## config.mk

```make
export PLATFORM = sky130hd
export DESIGN_NAME = piso_frame_arbiter_flat
export DESIGN_NICKNAME = d
export VERILOG_FILES = /design/src/rtl/piso_frame_arbiter_if.sv /design/src/rtl/piso_frame_arbiter.sv /design/src/flat_wrapper.sv
export SDC_FILE = /design/constraint.sdc
export NUM_CORES = 1
export LEC_CHECK = 0
export ABC_AREA = 1
export CAP_MARGIN = 25
export CORE_MARGIN = 2
export CORE_UTILIZATION = 35
export CTS_CLUSTER_SIZE = 12
export DETAILED_ROUTE_END_ITERATION = 10
export PLACE_DENSITY_LB_ADDON = 0.15
export SKIP_LAST_GASP = 1
export SLEW_MARGIN = 0
export SYNTH_ARGS = -nofsm -noshare
export SYNTH_HDL_FRONTEND = slang
export SYNTH_SLANG_ARGS = --single-unit
export TNS_END_PERCENT = 50
```

## constraint.sdc

```tcl
create_clock -name clk -period 4.1 [get_ports clk]
set_clock_uncertainty 0.05 [all_clocks]
set_input_delay 0.615 -clock clk [delete_from_list [all_inputs] [get_ports clk]]
set_output_delay 0.615 -clock clk [all_outputs]
set_load 0.01 [all_outputs]
```

## src/rtl/piso_frame_arbiter_if.sv

```systemverilog
// Requester handshake and PISO drive bundle for piso_frame_arbiter.
interface piso_frame_arbiter_if #(
  parameter int NUM_REQ = 4
);
  localparam int IW = $clog2(NUM_REQ);

  logic [NUM_REQ-1:0]   req_valid;
  logic [8*NUM_REQ-1:0] req_data;
  logic [NUM_REQ-1:0]   req_ready;
  logic                 piso_load;
  logic [7:0]           piso_data;
  logic                 busy;
  logic [IW-1:0]        grant_id;
  logic                 frame_done;
  logic                 init_done;

  modport master (
    output req_valid, req_data,
    input  req_ready, piso_load, piso_data, busy, grant_id, frame_done, init_done
  );

  modport slave (
    input  req_valid, req_data,
    output req_ready, piso_load, piso_data, busy, grant_id, frame_done, init_done
  );
endinterface

```

## src/rtl/piso_frame_arbiter.sv

```systemverilog
// Round-robin arbiter feeding a shared PISO with back-to-back serial frames:
// start bit, 8 data bits LSB-first, 1+GAP stop/idle bits.
module piso_frame_arbiter #(
  parameter int NUM_REQ = 4,
  parameter int GAP     = 0
) (
  input  logic                 clk,
  input  logic                 rst_n,
  piso_frame_arbiter_if.slave  bus
);
  localparam int          IW   = $clog2(NUM_REQ);
  localparam int          CW   = 5;
  localparam int unsigned N    = NUM_REQ;
  localparam logic [CW-1:0] LAST = CW'(9 + GAP);

  localparam logic [1:0] FLUSH = 2'd0;
  localparam logic [1:0] IDLE  = 2'd1;
  localparam logic [1:0] SHIFT = 2'd2;

  logic [1:0]    state;
  logic [CW-1:0] cnt;
  logic [IW-1:0] ptr;
  logic [IW-1:0] winner;
  logic [IW-1:0] grant_q;
  logic          init_q;
  logic          found;
  logic          grant_pt;
  logic          grant;

  // Round-robin search from ptr upward with wrap; first valid requester wins.
  always_comb begin
    int unsigned idx;
    logic [IW-1:0] cand;
    winner = ptr;
    found  = 1'b0;
    for (int unsigned i = 0; i < N; i++) begin
      idx = i + 32'(ptr);
      if (idx >= N) idx = idx - N;
      cand = IW'(idx);
      if (!found && bus.req_valid[cand]) begin
        found  = 1'b1;
        winner = cand;
      end
    end
  end

  // Grants are gated by rst_n so nothing is accepted during a reset cycle.
  assign grant_pt = rst_n && ((state == IDLE) || (state == SHIFT && cnt == LAST));
  assign grant    = grant_pt && found;

  always_comb begin
    bus.piso_load = grant;
    bus.piso_data = '0;
    bus.req_ready = '0;
    if (grant) begin
      bus.piso_data = bus.req_data[8*winner +: 8];
      bus.req_ready = NUM_REQ'(1) << winner;
    end
  end

  always_ff @(posedge clk) begin
    if (!rst_n) begin
      state   <= FLUSH;
      cnt     <= '0;
      ptr     <= '0;
      grant_q <= '0;
      init_q  <= 1'b0;
    end else begin
      case (state)
        FLUSH: begin
          if (cnt == CW'(8)) begin
            state  <= IDLE;
            cnt    <= '0;
            init_q <= 1'b1;
          end else begin
            cnt <= cnt + 1'b1;
          end
        end
        IDLE, SHIFT: begin
          if (grant) begin
            state   <= SHIFT;
            cnt     <= '0;
            grant_q <= winner;
            ptr     <= (winner == IW'(NUM_REQ - 1)) ? '0 : winner + 1'b1;
          end else if (grant_pt) begin
            state <= IDLE;
            cnt   <= '0;
          end else begin
            cnt <= cnt + 1'b1;
          end
        end
        default: begin
          state <= FLUSH;
          cnt   <= '0;
        end
      endcase
    end
  end

  assign bus.busy       = (state == SHIFT);
  assign bus.frame_done = (state == SHIFT) && (cnt == CW'(9));
  assign bus.init_done  = init_q;
  assign bus.grant_id   = grant_q;
endmodule
```

## src/flat_wrapper.sv

```systemverilog
// flat-port wrapper written by rule: the top's interface ports become plain ports
module piso_frame_arbiter_flat 
#(
  parameter int NUM_REQ = 4,
  parameter int GAP     = 0
)
  (clk, rst_n, bus_req_valid, bus_req_data, bus_req_ready, bus_piso_load, bus_piso_data, bus_busy, bus_grant_id, bus_frame_done, bus_init_done);
  piso_frame_arbiter_if #(.NUM_REQ(NUM_REQ)) bus_i ();
  input  logic clk;
  input  logic rst_n;
  input wire logic [$bits(bus_i.req_valid)-1:0] bus_req_valid;
  input wire logic [$bits(bus_i.req_data)-1:0] bus_req_data;
  output wire logic [$bits(bus_i.req_ready)-1:0] bus_req_ready;
  output wire logic [$bits(bus_i.piso_load)-1:0] bus_piso_load;
  output wire logic [$bits(bus_i.piso_data)-1:0] bus_piso_data;
  output wire logic [$bits(bus_i.busy)-1:0] bus_busy;
  output wire logic [$bits(bus_i.grant_id)-1:0] bus_grant_id;
  output wire logic [$bits(bus_i.frame_done)-1:0] bus_frame_done;
  output wire logic [$bits(bus_i.init_done)-1:0] bus_init_done;
  assign bus_i.req_valid = bus_req_valid;
  assign bus_i.req_data = bus_req_data;
  assign bus_req_ready = bus_i.req_ready;
  assign bus_piso_load = bus_i.piso_load;
  assign bus_piso_data = bus_i.piso_data;
  assign bus_busy = bus_i.busy;
  assign bus_grant_id = bus_i.grant_id;
  assign bus_frame_done = bus_i.frame_done;
  assign bus_init_done = bus_i.init_done;
  piso_frame_arbiter #(.NUM_REQ(NUM_REQ), .GAP(GAP)) u_core (.clk(clk), .rst_n(rst_n), .bus(bus_i));
endmodule
```

Word level (Yosys, flattened, before mapping). Index checks and enable logic that the tools add are counted.

Add/sub/neg operators: 9. $mul: 0. Div/mod/pow operators: 0. $lt $le $gt $ge: 8. Equal/unequal tests: 7. Shifts and indexed selects: 2. Multiplexer cells: 31. Bitwise operators: 0. Reduce and logical (&&, ||, !) cells: 15.

Operator list (count): $shiftx 32x6->8 (1); $mux 2 (12); $mux 5 (3); $lt 2x3->1 const B (4); $eq 5x4->1 const B (2); $pmux 5 s2 (1); $ge 3x3->1 const B (3); $bmux 1 s2 (4); $mux 1 (8); $mux 8 (1); $sub 2x1->2 const B (4); $add 2x2->3 const A (2); $logic_and 1x1->1 (6); $reduce_and 2->1 (3); $add 5x1->5 const B (1); $eq 2x2->1 const B (2); $mux 4 (1); $pmux 2 s2 (1); $shl 1x2->4 const A (1); $add 1x2->3 const A (1); $ge 2x3->1 const B (1); $logic_not 1->1 (3); $ne 3x2->1 const B (1); $add 2x1->2 const B (1); 5 further kinds (5).

Flip-flop bits (word level): 12. Bits in latches: 0. RAM bits: 0. Bits in read-only memories: 0. Bits of input ports: 38. Output and inout port bits: 18. Word-level logic and storage cells: 77. Memories: 0.

Depth between registers and ports, before layout.
Word-level depth: 17. Mapped depth: 18.

Worst setup path before layout. OpenSTA, ideal clock, no wires.

Path kind: input-to-output. Start: input bus_req_valid[1]. End: output bus_req_ready[0]. Arrival: 1944 ps. Required time: 3435 ps. Slack: 1491 ps. Stages: 13. Buffers on the path: 1. Cell sequence: inv_1 nand2_1 nand3_1 nand2_2 nor2_8 nand4_4 nand3_1 nand2_4 buf_8 inv_2 ha_1 inv_1 nor2_1.

Cells in the longest elaborated chain, start to end: 14.

Ends and longest elaborated chain: start, declared (line flat_wrapper.sv:11) `input wire logic [$bits(bus_i.req_valid)-1:0] bus_req_valid;`; $bmux 1 s2 (line piso_frame_arbiter.sv:40) `if (!found && bus.req_valid[cand]) begin`; $mux 1 (implied by the code) (line piso_frame_arbiter.sv:40); $mux 1 (line piso_frame_arbiter.sv:40); $logic_not 1->1 (line piso_frame_arbiter.sv:40); $logic_and 1x1->1 (line piso_frame_arbiter.sv:40); $mux 1 (line piso_frame_arbiter.sv:40); $logic_not 1->1 (line piso_frame_arbiter.sv:40); $logic_and 1x1->1 (line piso_frame_arbiter.sv:40); $mux 1 (line piso_frame_arbiter.sv:40); $logic_not 1->1 (line piso_frame_arbiter.sv:40); $logic_and 1x1->1 (line piso_frame_arbiter.sv:40); $mux 2 (*) (line piso_frame_arbiter.sv:40); via u_core.winner[1] (line piso_frame_arbiter.sv:23) `logic [IW-1:0] winner;`; $shl 1x2->4 (*) (line piso_frame_arbiter.sv:57) `bus.req_ready = NUM_REQ'(1) << winner;`; $mux 4 (*) (line piso_frame_arbiter.sv:55) `if (grant) begin`; end, declared (line flat_wrapper.sv:13) `output wire logic [$bits(bus_i.req_ready)-1:0] bus_req_ready;`.

Mark *: on every way through the listed nets, which the timed path passes. The rest lies on a longest branch. The select of a mux whose other input is x is not followed.

Worst setup path in the final report.
Start: input bus_req_valid[3]. End: output bus_req_ready[1].

The elaborated chain is that of the path after synthesis.

==> flow_metrics.py <==
metrics = {
    "synthesis": {
        "synth_edf_count": 0,
        "synth.area.top_cells": "nand2_1, dfxtp_1, ha_1",
        "yosysWarningCount": 0,
        "yosysTopAreaCell": "nand2_1",
        "synth.cell_area_mm2": 0.00144,
        "ys_types": 27,
        "synth_cells": 248,
        "synth_nets": 297,
        "synth_top_area_share_pct": 24.5,
        "async_flop_share_pct": 0,
        "yosys.cell_count.top_type": "nand2_1",
        "yosysSeqAreaShare_pct": 16.7,
        "ys_seq_elements": 12,
        "synth_ff_type": "dfxtp_1",
        "ys_top_cells_by_count": "nand2_1, inv_1, nor2_1, nand3_1, dfxtp_1",
        "synth.avg_cell_area_um2": 5.82,
    },
    "cells_and_area": {
        "nNetsFinal": 353,
        "drive_gt1_share_pct": 7.95,
        "antenna_cells": 0,
        "area_growth_pct": 42.2,
        "final_area_mm2": 0.00205,
    },
    "clocking": {
        "cts.htree.levels": 1,
        "clock_path_buffers": 2,
        "cts_tree": "built",
        "ctsResizeCount": 0,
        "clock-sinks": 12,
        "insertion_delay_ns": 0.24,
        "cts-root-buf": "clkbuf_8",
        "clkTransAtPathRegs_ns": 0.05,
        "postCtsSetupRepairBufs": 0,
        "postCtsHoldBufs": 0,
        "numCtsBuffers": 3,
    },
    "critical_path": {
        "cp_slowest_stage_delay_ns": 0.55,
        "critPathRequiredTime_ns": 3.43,
        "critPathLaunchType": "input pin",
        "worst-path-buf-inv": 5,
        "critical-path-slowest-cell": "clkdlybuf4s50_1",
        "crit_fanout": 21,
        "crit_family": "buffers and inverters",
        "crit_chain": "clkdlybuf4s50_1 > inv_1 > nand2_1 > nand2_1 > o21ai_2 > nand3_2 > nand2_2 > nand2_2 > inv_1 > ha_1 > inv_1 > nor2_1 > clkdlybuf4s50_1",
        "critPathMostFrequentCell": "inv_1",
        "crit_path_end_kind": "output pin",
        "crit_type": "input pin to output pin",
        "arrival_ns": 3.01,
    },
    "sta": {
        "finalCritPeriodShare_pct": 89.6,
        "slew_violations": 0,
        "clock.fmax_mhz": 272,
        "rsz0062_at_grt": "no",
        "layout_min_cycle_time_ns": 3.67,
        "tightest_slew_ns": 0.416,
        "timing.setup.tns_ns": 0,
        "slew_headroom_pct": 71.9,
        "hold_violations": 0,
        "finalSetupViolCount": 0,
        "setup_ws_ns": 0.426,
    },
    "routing": {
        "routed-via-count": 1581,
        "postRouteAntennaNets": 0,
        "vias_per_cell": 4.49,
        "post_drt_wl_per_cell_um": 10.5,
        "wirelength_mm": 3.68,
        "drc": 0,
        "drt-initial-drc-count": 66,
        "first_pass_iters": 4,
    },
    "power_and_ir_drop": {
        "cellPowerDensity_mw_per_mm2": 245,
        "power.leakage_uw": 0.000967,
        "peakVddDrop_mv": 0.196,
    },
    "global_routing": {
        "gr-usage-all-layers_pct": 15.7,
        "grt_pass1_wl_mm": 5.72,
        "antenna_found_initial": 0,
        "gr-total-overflow": 0,
        "grt_max_degree": 22,
        "grt_pass1_vias": 1347,
    },
    "floorplan": {
        "chipWidth_um": 68.2,
        "io_pins": 56,
        "core-area_mm2": 0.00397,
        "die_h_um": 68.2,
        "die_area_mm2": 0.00465,
        "rows": 23,
        "start_util_pct": 36.3,
    },
    "placement": {
        "place_area_mm2": 0.00201,
        "dp_slack_ns": 0.420,
        "hpwl_mm": 2.80,
        "place.gp.congestion": 0.865,
        "port_buffers": 55,
    },
    "worst_hold_path": {
        "hold_class": "register to register",
    },
    "status": {
        "status": "finished clean",
    },
    "flow_run": {
        "drv_cap": 0,
    },
}
## where the power goes
part	internal [uW]	switching, uW	total [uW]
Sequential	133	15.5	148
Clock	64.6	41.7	106
Combinational	116	133	249
## path summary, 6_finish.rpt
path / from / to / slack, ns / cells after the start
max: bus_req_valid[3] / bus_req_ready[1] / 0.43 / 13
min: u_core.bus.init_done / u_core.bus.init_done / 0.40 / 2
max reg2reg: u_core.ptr[0] / u_core.ptr[1] / 1.64 / 12
min reg2reg: u_core.bus.init_done / u_core.bus.init_done / 0.40 / 2
## state kept, by name (all words and copies together), names as in the netlist
signal and flops:
u_core.bus.grant_id 2, u_core.state 2, u_core.cnt 5, u_core.bus.init_done 1, u_core.ptr 2
## worst register-to-register path: cells and delay by family (launching register included)
family,cells,cell delay [ns]
buffers and inverters,2,0.30
AO/OA/AOI/OAI,2,0.19
flip-flops,1,0.51
AND/OR/NAND/NOR,7,0.98
adder cells (fa/ha/maj),1,0.33
## per-layer routing
metal / GRT usage (%) / routed length, um
met5: 0 / 0
met1: 20.1 / 1700
met4: 6.25 / 56
met2: 27.1 / 1750
met3: 1.48 / 171
## cell usage in the layout (no fill, tap or decap), types with 3 or more instances in the layout
master / n
clkdlybuf4s50_1: 55
nand2_2: 6
nor2_1: 30
nand3b_1: 9
nand3_1: 22
inv_1: 30
dfxtp_1: 12
clkbuf_8: 3
a21oi_1: 5
inv_2: 4
buf_4: 3
nand2_1: 94
ha_1: 11
## metrics by stage
step                total power, uW  hold WS, ns  instances  utilization [%]
floorplan                       311        0.395        248                -
global placement                399        0.389        349             50.6
detailed placement              400        0.393        349             50.6
CTS                             509        0.401        352             51.6
global route                    545        0.427        352             51.6
finish                          503        0.398        352             51.6
## final cells by class
cell class	instances	area (um2)
fillers	429	1920
well taps	50	62.6
flip-flops and latches	12	240
multi-input cells	195	1010
inverters	34	128
repair buffers	58	573
clock buffers	3	41.3
## cells by family after synthesis
logic type	count (synthesis)	share of synthesized area [%]
and+or+nand+nor	168	53.2
buffers and inverters	41	13.6
AOI/OAI and AO/OA	13	5.20
DFF	12	16.7
adders and majority gates	11	9.54
xor gates and xnor gates	3	1.82
No activity file was read; power rests on OpenSTA's default activity.
